<file path="src/rtl/axi4_lite_csr_master_if.sv">
// AXI4-Lite bus bundle (32-bit data) shared by the CSR initiator and its slaves.
interface axi4_lite_if #(
   parameter int ADDR_W = 32
);
   logic [ADDR_W-1:0] awaddr;
   logic [2:0]        awprot;
   logic              awvalid;
   logic              awready;
   logic [31:0]       wdata;
   logic [3:0]        wstrb;
   logic              wvalid;
   logic              wready;
   logic [1:0]        bresp;
   logic              bvalid;
   logic              bready;
   logic [ADDR_W-1:0] araddr;
   logic [2:0]        arprot;
   logic              arvalid;
   logic              arready;
   logic [31:0]       rdata;
   logic [1:0]        rresp;
   logic              rvalid;
   logic              rready;

   modport master (
      output awaddr, awprot, awvalid, input awready,
      output wdata, wstrb, wvalid, input wready,
      input bresp, bvalid, output bready,
      output araddr, arprot, arvalid, input arready,
      input rdata, rresp, rvalid, output rready
   );

   modport slave (
      input awaddr, awprot, awvalid, output awready,
      input wdata, wstrb, wvalid, output wready,
      output bresp, bvalid, input bready,
      input araddr, arprot, arvalid, output arready,
      output rdata, rresp, rvalid, input rready
   );
endinterface

</file>
<file path="src/rtl/axi4_lite_csr_master.sv">
// Single-outstanding AXI4-Lite initiator: command/response stream in, AXI4-Lite out,
// with a B/R timeout and draining of responses that arrive after the timeout.
module axi4_lite_csr_master #(
   parameter int ADDR_W         = 32,
   parameter int TIMEOUT_CYCLES = 1024
) (
   input  logic              clk_i,
   input  logic              rst_n_i,
   input  logic              cmd_valid_i,
   output logic              cmd_ready_o,
   input  logic              cmd_wr_i,
   input  logic [ADDR_W-1:0] cmd_addr_i,
   input  logic [31:0]       cmd_wdata_i,
   input  logic [3:0]        cmd_wstrb_i,
   output logic              resp_valid_o,
   input  logic              resp_ready_i,
   output logic [31:0]       resp_rdata_o,
   output logic [1:0]        resp_code_o,
   output logic              resp_timeout_o,
   axi4_lite_if.master       csr_o,
   output logic [2:0]        dbg_state_o
);

   // Every channel here (cmd, resp, AW, W, B, AR, R) transfers exactly on a cycle where
   // valid && ready; a raised valid is never withdrawn and its payload never changes
   // until that transfer happens.

   typedef enum logic [2:0] {
      S_IDLE  = 3'd0,
      S_WR    = 3'd1,
      S_WR_B  = 3'd2,
      S_RD_AR = 3'd3,
      S_RD_R  = 3'd4,
      S_RESP  = 3'd5
   } state_t;

   localparam bit TIMEOUT_EN = (TIMEOUT_CYCLES != 0);
   localparam int CNT_W      = TIMEOUT_EN ? $clog2(TIMEOUT_CYCLES + 1) : 1;
   localparam logic [CNT_W-1:0] CNT_LIMIT = CNT_W'(TIMEOUT_CYCLES);
   localparam logic [CNT_W-1:0] CNT_MAX   = '1;

   state_t            state_q, state_d;
   logic              aw_done_q, w_done_q;
   logic              aw_done_d, w_done_d;
   logic [ADDR_W-1:0] awaddr_q, araddr_q;
   logic [31:0]       wdata_q;
   logic [3:0]        wstrb_q;
   logic [CNT_W-1:0]  cnt_q;
   logic              orphan_b_q, orphan_r_q;
   logic [31:0]       rdata_q;
   logic [1:0]        code_q;
   logic              timeout_q;

   logic cmd_hs, aw_hs, w_hs, b_hs, ar_hs, r_hs;
   logic timeout_hit;

   assign cmd_hs = cmd_valid_i && cmd_ready_o;
   assign aw_hs  = csr_o.awvalid && csr_o.awready;
   assign w_hs   = csr_o.wvalid && csr_o.wready;
   assign b_hs   = csr_o.bvalid && csr_o.bready;
   assign ar_hs  = csr_o.arvalid && csr_o.arready;
   assign r_hs   = csr_o.rvalid && csr_o.rready;

   assign aw_done_d   = aw_done_q || aw_hs;
   assign w_done_d    = w_done_q || w_hs;
   assign timeout_hit = TIMEOUT_EN && (cnt_q == CNT_LIMIT);

   // State register
   always_ff @(posedge clk_i or negedge rst_n_i) begin
      if (!rst_n_i) state_q <= S_IDLE;
      else          state_q <= state_d;
   end

   // Next-state logic; a B/R handshake takes priority over an expiring timeout.
   always_comb begin
      state_d = state_q;
      case (state_q)
         S_IDLE:  if (cmd_hs) state_d = cmd_wr_i ? S_WR : S_RD_AR;
         S_WR:    if (aw_done_d && w_done_d) state_d = S_WR_B;
         S_WR_B:  if (b_hs || timeout_hit) state_d = S_RESP;
         S_RD_AR: if (ar_hs) state_d = S_RD_R;
         S_RD_R:  if (r_hs || timeout_hit) state_d = S_RESP;
         S_RESP:  if (resp_ready_i) state_d = S_IDLE;
         default: state_d = S_IDLE;
      endcase
   end

   // Output logic
   always_comb begin
      cmd_ready_o   = rst_n_i && (state_q == S_IDLE) && !orphan_b_q && !orphan_r_q;
      resp_valid_o  = (state_q == S_RESP);
      csr_o.awvalid = (state_q == S_WR) && !aw_done_q;
      csr_o.wvalid  = (state_q == S_WR) && !w_done_q;
      csr_o.bready  = (state_q == S_WR_B) || orphan_b_q;
      csr_o.arvalid = (state_q == S_RD_AR);
      csr_o.rready  = (state_q == S_RD_R) || orphan_r_q;
      dbg_state_o   = state_q;
   end

   assign csr_o.awaddr   = awaddr_q;
   assign csr_o.awprot   = 3'b000;
   assign csr_o.wdata    = wdata_q;
   assign csr_o.wstrb    = wstrb_q;
   assign csr_o.araddr   = araddr_q;
   assign csr_o.arprot   = 3'b000;
   assign resp_rdata_o   = rdata_q;
   assign resp_code_o    = code_q;
   assign resp_timeout_o = timeout_q;

   // Command latch and per-phase completion of the write address/data channels
   always_ff @(posedge clk_i or negedge rst_n_i) begin
      if (!rst_n_i) begin
         awaddr_q  <= '0;
         araddr_q  <= '0;
         wdata_q   <= '0;
         wstrb_q   <= '0;
         aw_done_q <= 1'b0;
         w_done_q  <= 1'b0;
      end else if (cmd_hs) begin
         aw_done_q <= 1'b0;
         w_done_q  <= 1'b0;
         if (cmd_wr_i) begin
            awaddr_q <= cmd_addr_i;
            wdata_q  <= cmd_wdata_i;
            wstrb_q  <= cmd_wstrb_i;
         end else begin
            araddr_q <= cmd_addr_i;
         end
      end else if (state_q == S_WR) begin
         aw_done_q <= aw_done_d;
         w_done_q  <= w_done_d;
      end
   end

   // Response wait counter: cleared on entry to WR_B/RD_R, saturating
   always_ff @(posedge clk_i or negedge rst_n_i) begin
      if (!rst_n_i) begin
         cnt_q <= '0;
      end else if ((state_d != state_q) && ((state_d == S_WR_B) || (state_d == S_RD_R))) begin
         cnt_q <= '0;
      end else if (((state_q == S_WR_B) || (state_q == S_RD_R)) && (cnt_q != CNT_MAX)) begin
         cnt_q <= cnt_q + 1'b1;
      end
   end

   // Response capture and orphan tracking
   always_ff @(posedge clk_i or negedge rst_n_i) begin
      if (!rst_n_i) begin
         rdata_q    <= '0;
         code_q     <= '0;
         timeout_q  <= 1'b0;
         orphan_b_q <= 1'b0;
         orphan_r_q <= 1'b0;
      end else begin
         if (state_q == S_WR_B) begin
            if (b_hs) begin
               rdata_q   <= '0;
               code_q    <= csr_o.bresp;
               timeout_q <= 1'b0;
            end else if (timeout_hit) begin
               rdata_q    <= '0;
               code_q     <= '0;
               timeout_q  <= 1'b1;
               orphan_b_q <= 1'b1;
            end
         end
         if (state_q == S_RD_R) begin
            if (r_hs) begin
               rdata_q   <= csr_o.rdata;
               code_q    <= csr_o.rresp;
               timeout_q <= 1'b0;
            end else if (timeout_hit) begin
               rdata_q    <= '0;
               code_q     <= '0;
               timeout_q  <= 1'b1;
               orphan_r_q <= 1'b1;
            end
         end
         // A late response after a timeout is accepted and thrown away.
         if (orphan_b_q && b_hs) orphan_b_q <= 1'b0;
         if (orphan_r_q && r_hs) orphan_r_q <= 1'b0;
      end
   end

endmodule

</file>
<file path="src/flat_wrapper.sv">
// flat-port wrapper written by rule: the top's interface ports become plain ports
module axi4_lite_csr_master_flat 
#(
   parameter int ADDR_W         = 32,
   parameter int TIMEOUT_CYCLES = 1024
)
  (clk_i, rst_n_i, cmd_valid_i, cmd_ready_o, cmd_wr_i, cmd_addr_i, cmd_wdata_i, cmd_wstrb_i, resp_valid_o, resp_ready_i, resp_rdata_o, resp_code_o, resp_timeout_o, dbg_state_o, csr_o_awaddr, csr_o_awprot, csr_o_awvalid, csr_o_awready, csr_o_wdata, csr_o_wstrb, csr_o_wvalid, csr_o_wready, csr_o_bresp, csr_o_bvalid, csr_o_bready, csr_o_araddr, csr_o_arprot, csr_o_arvalid, csr_o_arready, csr_o_rdata, csr_o_rresp, csr_o_rvalid, csr_o_rready);
  axi4_lite_if #(.ADDR_W(ADDR_W)) csr_o_i ();
  input  logic clk_i;
  input  logic rst_n_i;
  input  logic cmd_valid_i;
  output logic cmd_ready_o;
  input  logic cmd_wr_i;
  input  logic [ADDR_W-1:0] cmd_addr_i;
  input  logic [31:0] cmd_wdata_i;
  input  logic [3:0] cmd_wstrb_i;
  output logic resp_valid_o;
  input  logic resp_ready_i;
  output logic [31:0] resp_rdata_o;
  output logic [1:0] resp_code_o;
  output logic resp_timeout_o;
  output logic [2:0] dbg_state_o;
  output wire logic [$bits(csr_o_i.awaddr)-1:0] csr_o_awaddr;
  output wire logic [$bits(csr_o_i.awprot)-1:0] csr_o_awprot;
  output wire logic [$bits(csr_o_i.awvalid)-1:0] csr_o_awvalid;
  input wire logic [$bits(csr_o_i.awready)-1:0] csr_o_awready;
  output wire logic [$bits(csr_o_i.wdata)-1:0] csr_o_wdata;
  output wire logic [$bits(csr_o_i.wstrb)-1:0] csr_o_wstrb;
  output wire logic [$bits(csr_o_i.wvalid)-1:0] csr_o_wvalid;
  input wire logic [$bits(csr_o_i.wready)-1:0] csr_o_wready;
  input wire logic [$bits(csr_o_i.bresp)-1:0] csr_o_bresp;
  input wire logic [$bits(csr_o_i.bvalid)-1:0] csr_o_bvalid;
  output wire logic [$bits(csr_o_i.bready)-1:0] csr_o_bready;
  output wire logic [$bits(csr_o_i.araddr)-1:0] csr_o_araddr;
  output wire logic [$bits(csr_o_i.arprot)-1:0] csr_o_arprot;
  output wire logic [$bits(csr_o_i.arvalid)-1:0] csr_o_arvalid;
  input wire logic [$bits(csr_o_i.arready)-1:0] csr_o_arready;
  input wire logic [$bits(csr_o_i.rdata)-1:0] csr_o_rdata;
  input wire logic [$bits(csr_o_i.rresp)-1:0] csr_o_rresp;
  input wire logic [$bits(csr_o_i.rvalid)-1:0] csr_o_rvalid;
  output wire logic [$bits(csr_o_i.rready)-1:0] csr_o_rready;
  assign csr_o_awaddr = csr_o_i.awaddr;
  assign csr_o_awprot = csr_o_i.awprot;
  assign csr_o_awvalid = csr_o_i.awvalid;
  assign csr_o_i.awready = csr_o_awready;
  assign csr_o_wdata = csr_o_i.wdata;
  assign csr_o_wstrb = csr_o_i.wstrb;
  assign csr_o_wvalid = csr_o_i.wvalid;
  assign csr_o_i.wready = csr_o_wready;
  assign csr_o_i.bresp = csr_o_bresp;
  assign csr_o_i.bvalid = csr_o_bvalid;
  assign csr_o_bready = csr_o_i.bready;
  assign csr_o_araddr = csr_o_i.araddr;
  assign csr_o_arprot = csr_o_i.arprot;
  assign csr_o_arvalid = csr_o_i.arvalid;
  assign csr_o_i.arready = csr_o_arready;
  assign csr_o_i.rdata = csr_o_rdata;
  assign csr_o_i.rresp = csr_o_rresp;
  assign csr_o_i.rvalid = csr_o_rvalid;
  assign csr_o_rready = csr_o_i.rready;
  axi4_lite_csr_master #(.ADDR_W(ADDR_W), .TIMEOUT_CYCLES(TIMEOUT_CYCLES)) u_core (.clk_i(clk_i), .rst_n_i(rst_n_i), .cmd_valid_i(cmd_valid_i), .cmd_ready_o(cmd_ready_o), .cmd_wr_i(cmd_wr_i), .cmd_addr_i(cmd_addr_i), .cmd_wdata_i(cmd_wdata_i), .cmd_wstrb_i(cmd_wstrb_i), .resp_valid_o(resp_valid_o), .resp_ready_i(resp_ready_i), .resp_rdata_o(resp_rdata_o), .resp_code_o(resp_code_o), .resp_timeout_o(resp_timeout_o), .csr_o(csr_o_i), .dbg_state_o(dbg_state_o));
endmodule
</file>
<file path="config.mk">
export PLATFORM = sky130hd
export DESIGN_NAME = axi4_lite_csr_master_flat
export DESIGN_NICKNAME = d
export VERILOG_FILES = /design/src/rtl/axi4_lite_csr_master_if.sv /design/src/rtl/axi4_lite_csr_master.sv /design/src/flat_wrapper.sv
export SDC_FILE = /design/constraint.sdc
export NUM_CORES = 1
export LEC_CHECK = 0
export BUFFER_PORTS_ARGS = -buffer_cell sky130_fd_sc_hd__buf_2
export CORE_ASPECT_RATIO = 1.25
export CORE_MARGIN = 3
export CORE_UTILIZATION = 35
export CTS_CLUSTER_SIZE = 24
export DETAILED_ROUTE_END_ITERATION = 10
export HOLD_SLACK_MARGIN = 0.02
export SYNTH_ARGS = -nofsm -noshare
export SYNTH_HDL_FRONTEND = slang
export SYNTH_SLANG_ARGS = --single-unit
</file>
<file path="constraint.sdc">
create_clock -name clk_i -period 2.4 [get_ports clk_i]
set_clock_uncertainty 0.1 [all_clocks]
set_input_delay 0.12 -clock clk_i [delete_from_list [all_inputs] [get_ports clk_i]]
set_output_delay 0.12 -clock clk_i [all_outputs]
set_load 0.1 [all_outputs]
</file>
== Word-level counts from Yosys, hierarchy flattened ==
Index checks and enable logic that the tools add are counted.
Storage, ports and cells
  input port bits: 114
  word-level logic and storage cells: 105
  bits in registers: 153
Operators by class
  $add $sub $neg: 1
  reduce and logical (&&, ||, !) cells: 39
  bitwise gates (word level): 1
  eq/ne operators: 12
  muxes and demuxes: 39
Operator list (count)
  32-bit two-way mux: 6
  11-bit two-way mux: 2
  3-bit two-way mux: 6
  3-bit case mux with 6 select lines: 1
  1-bit two-way mux: 17
  1-bit logical AND: 16
  2-bit two-way mux: 7
  2-bit nonzero test: 6
  11-bit by 1-bit adder with 11-bit output, second input constant: 1
  11-bit == test, second input constant: 1
  11-bit inequality test, second input constant: 1
  3-bit by 2-bit == test with 1-bit output, second input constant: 3
  3-bit == test, second input constant: 3
  1-bit logical OR: 8
  3-bit AND reduction: 2
  1-bit logical NOT: 4
  2-bit inequality test, second input constant: 2
  2-bit AND reduction: 2
  3-bit by 1-bit == test with 1-bit output, second input constant: 1
  3-bit logical NOT: 1
  3-bit inequality test: 1
  1-bit inverter: 1

== Depth between registers and ports, before layout ==
Gate-level depths: netlist of run 1.
  depth after elaboration: 11
  mapped depth: 7
  depth with buffers taken out: 6

== Worst setup path before layout of run 1 ==
Ideal clock, no wire load.
  path kind: register -> output
  start point: reg u_core.state_q[1] (netlist: u_core.dbg_state_o[1])
  end point: out csr_o_bready
  required time: 2180 ps
  cell stages (with the launch flop): 4
  setup slack: -1276 ps
  arrival time: 3456 ps
  cell sequence: dfrtp_1 -> buf_4 -> nand2b_1 -> o21ai_0
Between the ends
  word-level cells in the longest chain between the ends: 2
RTL lines
  start, declared: line axi4_lite_csr_master.sv:42  | state_t state_q, state_d;
  start signal, assigned: line axi4_lite_csr_master.sv:71  | else state_q <= state_d;
  3-bit by 2-bit == test with 1-bit output: line axi4_lite_csr_master.sv:94  | csr_o.bready = (state_q == S_WR_B) || orphan_b_q;
  1-bit logical OR: line axi4_lite_csr_master.sv:94
  end, declared: line flat_wrapper.sv:33  | output wire logic [$bits(csr_o_i.bready)-1:0] csr_o_bready;
No other way between the ends.

== Final worst setup path of run 1 ==
  start point: reg u_core.state_q[0] (netlist: u_core.dbg_state_o[0])
  end point: out csr_o_awvalid
Between the ends
  word-level cells in the longest chain between the ends: 2
RTL lines
  3-bit by 1-bit == test with 1-bit output: line axi4_lite_csr_master.sv:92  | csr_o.awvalid = (state_q == S_WR) && !aw_done_q;
  1-bit logical AND: line axi4_lite_csr_master.sv:92
  end, declared: line flat_wrapper.sv:25  | output wire logic [$bits(csr_o_i.awvalid)-1:0] csr_o_awvalid;
No other way between the ends.

==> results of run 1 <==
==> kinds of logic (layout without fill, tap and decap cells) <==
family | count (synthesis) | in the layout | synth area share
flip-flops | 153 | 153 | 0.6183
other | 1 | 6 | 0.0006056
adder cells (fa/ha/maj) | 2 | 2 | 0.004041
XOR/XNOR | 2 | 2 | 0.004042
AND/OR/NAND/NOR | 68 | 68 | 0.06507
multiplexers | 102 | 102 | 0.1851
AO/OA/AOI/OAI | 72 | 72 | 0.09133
buffers and inverters | 39 | 422 | 0.03152
==> how the worst min path moves through the flow <==
| stage | start | to | slack (ns) | depth (start not counted) |
|---|---|---|---|---|
| final | csr_o_arready | u_core.dbg_state_o[2] | 0.1 | 4 |
| after detailed placement | rst_n_i | u_core.csr_o.wdata[30] | 0.15 | 2 |
| after floorplan | rst_n_i | u_core.aw_done_q | -0.28 | 0 |
| after CTS | csr_o_arready | u_core.dbg_state_o[2] | 0.08 | 4 |
| after global routing | csr_o_arready | u_core.dbg_state_o[2] | 0.11 | 4 |
| after global placement | rst_n_i | u_core.resp_rdata_o[27] | 0.14 | 2 |
==> Yosys cell counts (2+ instances only) <==
cell / n / share of area
dfrtp_1: 153 / 0.62
mux2_2: 95 / 0.17
a22o_1: 32 / 0.045
buf_2: 11 / 0.0089
nor2_1: 10 / 0.0061
buf_4: 9 / 0.011
clkbuf_1: 9 / 0.0055
inv_1: 9 / 0.0055
nand2_1: 9 / 0.0055
a32oi_1: 8 / 0.011
and3_1: 7 / 0.0071
o21ai_0: 7 / 0.0057
or3_1: 7 / 0.0071
a21oi_1: 6 / 0.0048
nand3_1: 6 / 0.0048
nand4_1: 6 / 0.0061
mux2_1: 5 / 0.0091
nand2b_1: 5 / 0.0051
o31ai_1: 5 / 0.0061
a31oi_1: 4 / 0.0040
or4_1: 3 / 0.0036
a221o_1: 2 / 0.0032
ha_1: 2 / 0.0040
mux2i_1: 2 / 0.0032
nor3_1: 2 / 0.0016
nor4b_1: 2 / 0.0028
o22a_1: 2 / 0.0028
==> critical path, stage by stage (launching register included) <==
cell and delay, ns:
dfrtp_2 0.57, or3b_2 0.53, nor2_2 0.12, buf_2 0.44
==> timing repair <==
item | CTS | global route
hold buffers | 114 | 0
gates resized for setup | 0 | 1
endpoints found under the hold margin | 182 | 0
setup endpoints to repair | 0 | 2
==> metal layers <==
layer	up-vias	track usage	share of wire
li1	2360	-	-
met1	2572	0.1891	0.36
met2	204	0.3381	0.54
met3	39	0.06494	0.074
met4	0	0.07955	0.031
met5	-	0	0
==> state kept, by name (all words and copies together) (netlist names), 2 cells and up <==
signal               cells
u_core.resp_rdata_o     32
u_core.csr_o.wdata      32
u_core.csr_o.awaddr     32
u_core.csr_o.wstrb       4
u_core.csr_o.araddr     32
u_core.resp_code_o       2
u_core.cnt_q            11
u_core.dbg_state_o       3
==> metrics by stage <==
stage / TNS, ns / worst slack, ns / area [um2]
after floorplan: -0.001230 / -0.0006151 / 6231
after global placement: 0 / 0.3308 / 7757
after detailed placement: 0 / 0.2236 / 7757
after CTS: 0 / 0.09565 / 9534
after global routing: 0 / 0.04984 / 9540
final: 0 / 0.1020 / 9540
==> area by class of cell <==
type / instances / area (um2) / share of cell area
sequential: 153 / 3832 / 0.4017
timing repair buffer: 381 / 2531 / 0.2653
multi-input combinational: 252 / 2232 / 0.2340
clock buffer: 19 / 442.9 / 0.04643
tap: 220 / 275.3 / 0.02885
clock inverter: 13 / 192.7 / 0.02020
inverter: 9 / 33.78 / 0.003541
==> cells in the final DEF, fill, tap and decap left out, types with 3 or more instances in the layout <==
| cell type | instances |
|---|---|
| a21oi_1 | 6 |
| o31ai_1 | 5 |
| dfrtp_1 | 150 |
| buf_4 | 7 |
| nand2_1 | 8 |
| a22o_1 | 32 |
| a31oi_1 | 4 |
| o21ai_0 | 6 |
| nand2b_1 | 5 |
| nand4_1 | 6 |
| bufinv_16 | 4 |
| nor2_1 | 7 |
| inv_1 | 9 |
| clkbuf_16 | 17 |
| clkinv_4 | 3 |
| a32oi_1 | 8 |
| mux2_2 | 95 |
| dlygate4sd3_1 | 114 |
| buf_2 | 257 |
| nand3_1 | 6 |
| or4_1 | 3 |
| and3_1 | 7 |
| or3_1 | 7 |
| conb_1 | 6 |
| mux2_1 | 5 |
| dfrtp_2 | 3 |
==> impl_metrics.py, run 1 <==
metrics = {
    "yosys": {
        "synth_edf_count": 0,
        "netlist_instances": 439,
        "syn_area_um2": 6192,
        "ys_ff_latch": 153,
        "synthArstFlopShare": 1.000,
        "ys_seq_area_frac": 0.6183,
        "ys.warnings.count": 0,
        "synth.distinct_cells": 48,
        "ys.flop_type": "dfrtp_1",
        "avgSynthCellArea_um2": 14.11,
    },
    "sta": {
        "drv_slew": 0,
        "tightest_slew_ns": 0.7437,
        "rsz0062_at_grt": "no",
        "max-slew-margin-rel": 0.5042,
        "timing.fmax_mhz": 435.2,
        "holdWs_ns": 0.09522,
        "finalSetupViolCount": 0,
        "period_needed_ns": 2.298,
        "fin_crit_sh": 0.9575,
        "finalHoldViolations": 0,
    },
    "global_route": {
        "grt_pass1_wl_um": 28590,
        "grt_max_degree": 56,
        "first_global_vias": 5624,
        "gr-total-overflow": 0,
        "gr-usage-all-layers": 0.1844,
        "antenna_found_initial": 0,
    },
    "worst_setup_path": {
        "arrival_ns": 2.08,
        "r2r_slack_ns": 0.23,
        "crit_start": "u_core.dbg_state_o[0]",
        "critPathCaptureType": "output port",
        "crit_required_ns": 2.18,
        "cp-endpoint": "csr_o_awvalid",
        "r2r-start": "u_core.cnt_q[6]",
        "critPathMaxFanout": 16,
        "rr_endpoint": "u_core.dbg_state_o[1]",
        "crit_type": "flip-flop to output port",
        "reg2reg_depth": 4,
        "worst_setup_path_start_kind": "flip-flop",
    },
    "drt": {
        "wl_per_cell_um": 16.97,
        "drc": 0,
        "drt_wl_total_um": 17770,
        "drt-initial-drc-count": 158,
        "drtAntennaViolNets": 0,
        "viasPerCell": 4.943,
        "num_vias": 5175,
        "firstDrtPassIters": 4,
    },
    "cts": {
        "clkSinkCount": 153,
        "clock_path_buffers": 2,
        "tritoncts": "done",
        "cts_buffers": 17,
        "htree_levels": 4,
        "cts_root_buf": "clkbuf_16",
        "clk-insertion-delay-late_ns": 0.41,
        "cts.clk_slew.worst_paths_ns": 0.06,
        "post_cts_buffers": 0,
    },
    "die": {
        "core-area_um2": 17110,
        "die_y_um": 154.7,
        "rows": 53,
        "io_pins": 265,
        "fp.dieW_um": 125.0,
        "die_area_um2": 19330,
        "initial_utilization": 0.3619,
    },
    "placement": {
        "dpl.hpwl_um": 11700,
        "gp_congestion": 0.8581,
        "port_buffers": 258,
        "place_inst": 901,
    },
    "finish": {
        "utilization": 0.5576,
        "layoutNonFillerInstCount": 1047,
        "antenna_cells": 0,
        "drive_gt1_frac": 0.4946,
        "syn2layout_area_growth_pct": 54.07,
        "layout.nets": 930,
        "fillers": 1422,
    },
    "status": {
        "status": "complete, no violations",
    },
    "run": {
        "drv_cap": 0,
    },
    "worst_hold_path": {
        "hold_path_class": "input pin to flip-flop",
    },
}
Power of run 1 is not shown: default switching activity piles up to over one toggle a cycle in this logic, so the estimate is an artifact.
==> run 2: changes to the inputs <==
--- a/config.mk
+++ b/config.mk
@@ -8,10 +8,11 @@
 export BUFFER_PORTS_ARGS = -buffer_cell sky130_fd_sc_hd__buf_2
 export CORE_ASPECT_RATIO = 1.25
 export CORE_MARGIN = 3
-export CORE_UTILIZATION = 35
+export CORE_UTILIZATION = 48
 export CTS_CLUSTER_SIZE = 24
 export DETAILED_ROUTE_END_ITERATION = 10
 export HOLD_SLACK_MARGIN = 0.02
+export PLACE_DENSITY = 0.8
 export SYNTH_ARGS = -nofsm -noshare
 export SYNTH_HDL_FRONTEND = slang
 export SYNTH_SLANG_ARGS = --single-unit
==> run 2 against run 1 <==
Against the previous run:
- sequential share of layout area is 0.47 points higher
- first-iteration DRC count is 96% higher
- global-route usage is 10 points higher
- register-to-register slack worse by 0.11 ns
- critical endpoint is now csr_o_wvalid
- highest routed layer unchanged
==> impl_metrics.py, run 2 (synthesis results as in run 1) <==
metrics = {
    "status": {
        "status": "complete, no violations",
    },
    "finish": {
        "layout.nets": 932,
        "drive_gt1_frac": 0.5018,
        "mostFrequentLayoutCells": "buf_2 (256), dfrtp_1 (150), dlygate4sd3_1 (109), mux2_2 (95), a22o_1 (32)",
        "final_common_cell": "buf_2",
        "syn2layout_area_growth_pct": 52.27,
    },
    "drt": {
        "wl_per_cell_um": 20.68,
        "firstDrtPassIters": 5,
        "num_vias": 5472,
        "viasPerCell": 5.505,
        "drt-initial-drc-count": 309,
        "drc": 0,
        "drt_wl_total_um": 20560,
        "drtAntennaViolNets": 0,
    },
    "die": {
        "rows": 45,
        "die_y_um": 133.0,
        "fp.dieW_um": 107.6,
        "io_pins": 265,
        "core-area_um2": 12390,
        "die_area_um2": 14310,
        "initial_utilization": 0.4999,
    },
    "sta": {
        "finalHoldViolations": 0,
        "rsz0062_at_grt": "no",
        "tightest_slew_ns": 0.8194,
        "max-slew-margin-rel": 0.4524,
        "holdWs_ns": 0.02781,
        "finalSetupViolCount": 0,
        "drv_slew": 0,
        "timing.fmax_mhz": 431.6,
        "period_needed_ns": 2.317,
        "fin_crit_sh": 0.9654,
    },
    "worst_setup_path": {
        "arrival_ns": 2.10,
        "critPathCaptureType": "output port",
        "critPathMaxStageDelay_ns": 0.51,
        "critPathMaxFanout": 10,
        "crit_required_ns": 2.18,
        "crit_type": "flip-flop to output port",
        "cp_cell_sequence": "buf_4, or3b_2, nor2_2, buf_2",
        "path_buf_inv": 2,
        "cp_top_family": "buffers and inverters",
        "cpMaxStageDelayCell": "or3b_2",
        "worst_setup_path_start_kind": "flip-flop",
    },
    "global_route": {
        "grt_pass1_wl_um": 32080,
        "gr-total-overflow": 0,
        "grt_max_degree": 154,
        "gr-usage-all-layers": 0.2891,
        "antenna_found_initial": 0,
        "first_global_vias": 6023,
    },
    "cts": {
        "clock_path_buffers": 2,
        "clkSinkCount": 153,
        "cts_root_buf": "clkbuf_16",
        "cts_buffers": 17,
        "cts.clk_slew.worst_paths_ns": 0.06,
        "htree_levels": 4,
        "tritoncts": "done",
        "clk-insertion-delay-late_ns": 0.41,
    },
    "placement": {
        "gp_congestion": 0.8584,
        "port_buffers": 258,
        "dpl.hpwl_um": 12100,
    },
    "run": {
        "drv_cap": 0,
    },
    "worst_hold_path": {
        "hold_path_class": "input pin to flip-flop",
    },
}
-- run 2: changes by cell type in the layout (fill, tap and decap cells not counted), moves of 3 or more --
cell           before  now
inv_6               2    6
bufinv_16           4    1
dlygate4sd3_1     114  109
buf_4               7   14
-- run 2: worst register-to-register path, delay by kind of cell, from the launching register on --
family | cells | cell delay, ns
simple gates | 2 | 0.79
buf+inv | 2 | 0.38
flops | 1 | 0.35
compound gates | 2 | 0.31
fa+ha+maj | 1 | 0.19
-- run 2: final timing paths --
path                                          from  depth (start not counted)                      end  slack [ns]
max                          u_core.dbg_state_o[2]                          4             csr_o_wvalid        0.08
min                                    cmd_valid_i                          3    u_core.dbg_state_o[1]        0.03
max reg2reg                        u_core.cnt_q[0]                          7          u_core.cnt_q[1]        0.12
min reg2reg                u_core.csr_o.awaddr[29]                          1  u_core.csr_o.awaddr[29]        0.40
max in group asynchronous                  rst_n_i                          3  u_core.csr_o.awaddr[20]        1.24
min in group asynchronous                  rst_n_i                          3          u_core.cnt_q[0]        0.36
-- run 2: cell type report --
cell class	instances	area (um2)
Antenna cell	1	2.502
Tap cell	164	205.2
Clock inverter	13	131.4
Inverter	9	33.78
Sequential cell	153	3832
Multi-Input combinational cell	252	2235
Timing Repair Buffer	383	2536
Fill cell	737	2958
Clock buffer	19	452.9
-- run 2: through the flow --
stage | util | worst slack (ns) | cells | cell area [um2] | setup TNS (ns)
6_report | 0.7612 | 0.08311 | 994 | 9429 | 0
4_1_cts | 0.7601 | 0.04693 | 993 | 9415 | 0
3_3_place_gp | 0.6244 | -0.1236 | 852 | 7735 | -1.351
2_1_floorplan | - | -0.0006151 | 444 | 6231 | -0.001230
5_1_grt | 0.7610 | 0.009450 | 993 | 9427 | 0
3_5_place_dp | 0.6244 | -0.2620 | 852 | 7735 | -2.890
-- run 2: per-layer routing --
| layer | global-route usage | vias to the layer above | share of wire |
|---|---|---|---|
| li1 | - | 2357 | - |
| met1 | 0.3212 | 2755 | 0.35 |
| met2 | 0.5190 | 311 | 0.54 |
| met3 | 0.08736 | 49 | 0.080 |
| met4 | 0.1004 | 0 | 0.029 |
| met5 | 0 | - | 0 |
-- run 2: timing repair --
item	in CTS	in global routing
hold buffers	109	0
gates cloned	0	0
buffers inserted	0	0
endpoints found under the setup margin	38	13
gates resized for setup	1	2
hold endpoints to repair	292	0
pin swaps	0	1
Power of run 2 is left out for the same reason.
